<file path="src/rtl/pc_control.sv">
// Program-counter sequencing FSM: continuous run, single-step, halt.
// Optional single-step mode is built only when PC_CONTROL_STEP_EN is defined.
module pc_control #(
    parameter int CONTADOR_LENGTH    = 11,
    parameter int CYCLE_COUNT_LENGTH = 32
) (
    input  logic                          i_clock,
    input  logic                          i_soft_reset,
    input  logic                          i_start,
    input  logic                          i_modo,
    input  logic                          i_step,
    input  logic                          i_stall,
    input  logic [CONTADOR_LENGTH-1:0]    i_pc_actual,
    input  logic                          i_jump,
    input  logic [CONTADOR_LENGTH-1:0]    i_jump_target,
    input  logic                          i_branch_taken,
    input  logic [CONTADOR_LENGTH-1:0]    i_branch_target,
    input  logic                          i_halt,
    output logic [CONTADOR_LENGTH-1:0]    o_direccion,
    output logic                          o_enable_pc,
    output logic [1:0]                    o_estado,
    output logic                          o_halted,
    output logic [CYCLE_COUNT_LENGTH-1:0] o_ciclos
);

    typedef enum logic [1:0] {
        IDLE      = 2'b00,
        RUN       = 2'b01,
        STEP_WAIT = 2'b10,
        HALT      = 2'b11
    } state_t;

    localparam logic [CONTADOR_LENGTH-1:0] PC_ONE =
        {{(CONTADOR_LENGTH-1){1'b0}}, 1'b1};
    localparam logic [CYCLE_COUNT_LENGTH-1:0] CYC_ONE =
        {{(CYCLE_COUNT_LENGTH-1){1'b0}}, 1'b1};

    state_t state;
    state_t next_state;
    logic   enable_pc;
    logic [CYCLE_COUNT_LENGTH-1:0] ciclos;

`ifdef PC_CONTROL_STEP_EN
    logic step_q;
    logic pending;
    logic step_rise;

    assign step_rise = i_step & ~step_q;

    // Pending clears whenever it is consumed (advance or halt); edges
    // arriving while a request is already pending merge into it.
    always_ff @(posedge i_clock) begin
        if (i_soft_reset) begin
            step_q  <= 1'b0;
            pending <= 1'b0;
        end else begin
            step_q <= i_step;
            if (state != STEP_WAIT)
                pending <= 1'b0;
            else if (pending & ~i_stall)
                pending <= 1'b0;
            else if (step_rise)
                pending <= 1'b1;
        end
    end
`else
    logic unused_step;
    assign unused_step = i_modo ^ i_step;
`endif

    always_ff @(posedge i_clock) begin
        if (i_soft_reset)
            state <= IDLE;
        else
            state <= next_state;
    end

    always_comb begin
        next_state = state;
        enable_pc  = 1'b0;
        unique case (state)
            IDLE: begin
                if (i_start) begin
`ifdef PC_CONTROL_STEP_EN
                    next_state = i_modo ? STEP_WAIT : RUN;
`else
                    next_state = RUN;
`endif
                end
            end
            RUN: begin
                enable_pc = ~i_stall & ~i_halt;
                if (i_halt & ~i_stall)
                    next_state = HALT;
            end
            STEP_WAIT: begin
`ifdef PC_CONTROL_STEP_EN
                enable_pc = pending & ~i_stall & ~i_halt;
                if (pending & i_halt & ~i_stall)
                    next_state = HALT;
`else
                next_state = IDLE;
`endif
            end
            HALT: begin
                next_state = HALT;
            end
        endcase
        if (i_soft_reset)
            enable_pc = 1'b0;
    end

    always_ff @(posedge i_clock) begin
        if (i_soft_reset)
            ciclos <= '0;
        else if (enable_pc && (ciclos != '1))
            ciclos <= ciclos + CYC_ONE;
    end

    // Jump outranks branch; sequential address wraps at the top.
    always_comb begin
        if (i_jump)
            o_direccion = i_jump_target;
        else if (i_branch_taken)
            o_direccion = i_branch_target;
        else
            o_direccion = i_pc_actual + PC_ONE;
    end

    assign o_enable_pc = enable_pc;
    assign o_estado    = state;
    assign o_halted    = (state == HALT);
    assign o_ciclos    = ciclos;

endmodule

</file>
<file path="config.mk">
export PLATFORM = sky130hd
export DESIGN_NAME = pc_control
export DESIGN_NICKNAME = d
export VERILOG_FILES = /design/src/rtl/pc_control.sv
export SDC_FILE = /design/constraint.sdc
export NUM_CORES = 1
export LEC_CHECK = 0
export ABC_AREA = 1
export BUFFER_PORTS_ARGS = -buffer_cell sky130_fd_sc_hd__buf_4
export CORE_MARGIN = 8
export CORE_UTILIZATION = 56
export CTS_BUF_LIST = sky130_fd_sc_hd__clkbuf_8
export DETAILED_ROUTE_END_ITERATION = 6
export PLACE_DENSITY = 0.95
export SYNTH_ARGS = -nofsm -noshare
export SYNTH_HDL_FRONTEND = slang
export SYNTH_SLANG_ARGS = --single-unit
</file>
<file path="constraint.sdc">
create_clock -name i_clock -period 3.5 [get_ports i_clock]
set_input_delay 0.35 -clock i_clock [delete_from_list [all_inputs] [get_ports i_clock]]
set_output_delay 0.35 -clock i_clock [all_outputs]
set_load 0.03 [all_outputs]
</file>
==> key figures <==
Critical path
  – Type of the setup path with the least slack: reg -> reg
  – Req. time, crit path: about 3700 ps
  – Critical path endpoint category: register
  – Worst Path Max Fanout: 21
  – Crit path arrival time: about 2400 ps
  – Type of element launching the critical path: register

Place
  – Final estimated routing congestion in global placement: about 0.93
  – Number of buffers added on ports: 86
  – Detail Placement HPWL: around 5.9 mm

Clocking
  – Root Buffer: sky130_fd_sc_hd__clkbuf_8
  – Total number of clock tree sinks: 34
  – Clock slew at the register clock pins of the worst setup and hold paths: about 70 ps
  – Post-cts hold buffer count: 0
  – H-tree level count: 2
  – # Post-CTS Setup Buffers: 0
  – CTS tree: built
  – CTS buffer count: 5
  – Clock latency on the worst-skew pair: between 200 and 300 ps
  – Maximum clock insertion buffer count: 2
  – Number of gates given a new drive strength after cts: 0

STA
  – Final Skew: between 8 and 9 ps
  – Relative max-transition margin: 0.480
  – Final count of hold timing violations: 0
  – Unrepaired setup endpoints after global routing: false
  – Final setup violation count: 0
  – Slew Limit Fails: 0
  – Shortest clock period the worst path allows after layout: 2180 ps
  – FMAX: roughly 0.46 GHz
  – Transition time at the pin with the least slew margin: ~780 ps
  – Sum of negative setup slack: 0 ps
  – WHS: about 310 ps
  – Post-route clock period utilization: 0.622

Floorplan
  – Total die area: 6890 um2
  – Core Area: 4350 um2
  – IO Pins: ~90
  – Die span in y: roughly 83 um
  – Starting Density: 0.578
  – Std cell rows: 24
  – Horizontal extent of the die: around 83 um

Pwr
  – Overall power: 0.838 mW
  – Power per cell area: 258 nW/um2
  – Leakage power figure: between 1 and 1.5 nW
  – Peak supply drop: slightly above 0.3 mV

Global routing
  – Number of global-route vias before repair: 2872
  – Largest net degree at the start of global routing: 31
  – Total congestion overflow: 0
  – Initial antenna violation count: 0
  – Total GRT Usage: 0.217
  – Global-route wire length before repair: 12.9 mm

Logic synthesis
  – Synthesized netlist net count: around 490
  – Number of flops mapped to enable cells by yosys: 0
  – FFs w/ async S/R, synth: 0
  – Predominant post-synthesis flop cell: sky130_fd_sc_hd__dfxtp_1
  – Instance count of the mapped netlist: roughly 440
  – Total of flip-flops plus latches after synthesis: 34
  – Warnings from Yosys: 0
  – Total standard cell area after synthesis: 2510 um2
  – Avg Inst Size Synth: 5.70 um2
  – Sequential-to-total area share from yosys stat: 0.271
  – Distinct cells, synth: 28

Detailed routing
  – Number of DRC markers after the initial detailed-route iteration: roughly 180
  – Drt via density: 5.42
  – Final wirelength: around 7.7 mm
  – Number of nets with antenna violations after routing: 0
  – Total vias in the final route: 3116
  – Number of iterations in the first detailed-routing pass: 5
  – DRC violations left: 0
  – Avg WL per Cell: roughly 13 um

Status
  – Status: completed

Job
  – Number of max-cap violations: 0

Final layout
  – Fraction of final layout cells sized beyond drive strength 1: 0.216
  – Net count reported at finish: 566
  – Layout Utilization: 0.745
  – Antenna diodes: 0
  – Area growth from synthesis to layout: 29.0%

Hold path
  – Class of the tightest hold or removal check: in -> reg
-- per-layer routing --
| metal | track usage | wire length (um) | share of wire | up-vias |
|---|---|---|---|---|
| met5 | 0 | 0 | 0 | - |
| met4 | 0.110 | 184 | 0.024 | 0 |
| met3 | 0.0439 | 648 | 0.084 | 18 |
| met2 | 0.355 | 3640 | 0.47 | 159 |
| met1 | 0.262 | 3240 | 0.42 | 1371 |
| li1 | - | - | - | 1568 |
-- layout by cell type, fill, tap and decap left out --
cell type and count:
sky130_fd_sc_hd__a21oi_1 37, sky130_fd_sc_hd__buf_4 86, sky130_fd_sc_hd__clkbuf_8 6, sky130_fd_sc_hd__clkinv_2 1, sky130_fd_sc_hd__dfxtp_1 34, sky130_fd_sc_hd__ha_1 2, sky130_fd_sc_hd__inv_1 42, sky130_fd_sc_hd__inv_2 1
sky130_fd_sc_hd__inv_6 1, sky130_fd_sc_hd__nand2_1 125, sky130_fd_sc_hd__nand2_2 4, sky130_fd_sc_hd__nand2_4 1, sky130_fd_sc_hd__nand3_1 41, sky130_fd_sc_hd__nand3_2 4, sky130_fd_sc_hd__nand3b_1 4, sky130_fd_sc_hd__nand4_1 8
sky130_fd_sc_hd__nor2_1 96, sky130_fd_sc_hd__nor2_2 7, sky130_fd_sc_hd__nor2_4 2, sky130_fd_sc_hd__nor3_1 3, sky130_fd_sc_hd__o211ai_1 1, sky130_fd_sc_hd__o21a_1 1, sky130_fd_sc_hd__o21ai_0 11, sky130_fd_sc_hd__o21bai_1 1
sky130_fd_sc_hd__o31ai_1 1, sky130_fd_sc_hd__xnor2_1 1, sky130_fd_sc_hd__xor2_1 2
-- metrics by stage --
step | std cells | worst slack [ps] | instance area, um2
floorplan | 441 | 1390 | 2510
global placement | 567 | 1450 | 3150
detailed placement | 567 | 1400 | 3150
CTS | 575 | 1390 | 3240
global route | 575 | 1170 | 3240
finish | 575 | 1320 | 3240
-- final timing paths --
kind,startpoint,to,slack [ps],cells after the start
worst max-delay path,o_ciclos[0],o_ciclos[11],1320,8
worst min-delay path,i_start,o_estado[0],310,3
worst max register to register,o_ciclos[0],o_ciclos[11],1320,8
worst min register to register,o_ciclos[1],o_ciclos[1],520,2
-- registers in the layout, summed over array words and instances (netlist names) --
register,count
o_estado,2
o_ciclos,32
-- cell type report --
| class | count | area [um2] |
|---|---|---|
| Clock buffer | 6 | 82.6 |
| Inverter | 43 | 166 |
| Sequential cell | 34 | 681 |
| Tap cell | 52 | 65.1 |
| Multi-Input combinational cell | 352 | 1590 |
| Fill cell | 359 | 1110 |
| Timing Repair Buffer | 86 | 646 |
| Clock inverter | 2 | 8.76 |
-- cells in the mapped netlist (3+ instances only) --
master	count	area, um2
sky130_fd_sc_hd__nand3_1	41	205
sky130_fd_sc_hd__nand2_1	125	469
sky130_fd_sc_hd__nand3b_1	4	30.0
sky130_fd_sc_hd__nor2_1	96	360
sky130_fd_sc_hd__inv_1	41	154
sky130_fd_sc_hd__clkbuf_1	3	11.3
sky130_fd_sc_hd__nor3_1	3	15.0
sky130_fd_sc_hd__nor2_2	7	43.8
sky130_fd_sc_hd__nand3_2	4	40.0
sky130_fd_sc_hd__o21ai_0	11	55.1
sky130_fd_sc_hd__nand2_2	4	25.0
sky130_fd_sc_hd__buf_2	5	25.0
sky130_fd_sc_hd__a21oi_1	37	185
sky130_fd_sc_hd__dfxtp_1	34	681
sky130_fd_sc_hd__nand4_1	8	50.1
-- logic make-up (layout without fill, tap and decap cells) --
logic type | Yosys count | in the layout | synth area share
flip-flops | 34 | 34 | 0.271
AO/OA/AOI/OAI | 52 | 52 | 0.107
AND/OR/NAND/NOR | 295 | 295 | 0.506
buffers and inverters | 55 | 137 | 0.0955
adder cells (fa/ha/maj) | 2 | 2 | 0.00995
XOR/XNOR | 3 | 3 | 0.0104
-- critical path, cell delays in order (launching register included) --
cell and delay (ps):
sky130_fd_sc_hd__dfxtp_1 400, sky130_fd_sc_hd__ha_1 270, sky130_fd_sc_hd__nand3_2 120, sky130_fd_sc_hd__inv_2 100, sky130_fd_sc_hd__nand2_1 60, sky130_fd_sc_hd__nor2_1 120, sky130_fd_sc_hd__nand3_1 560, sky130_fd_sc_hd__a21oi_1 360
sky130_fd_sc_hd__nor2_1 70
-- power by group --
group | internal [mW] | switching (mW)
sequential | 0.389 | 0.00248
clock | 0.156 | 0.145
combinational | 0.0644 | 0.0815
(Power assumes the default switching activity.)
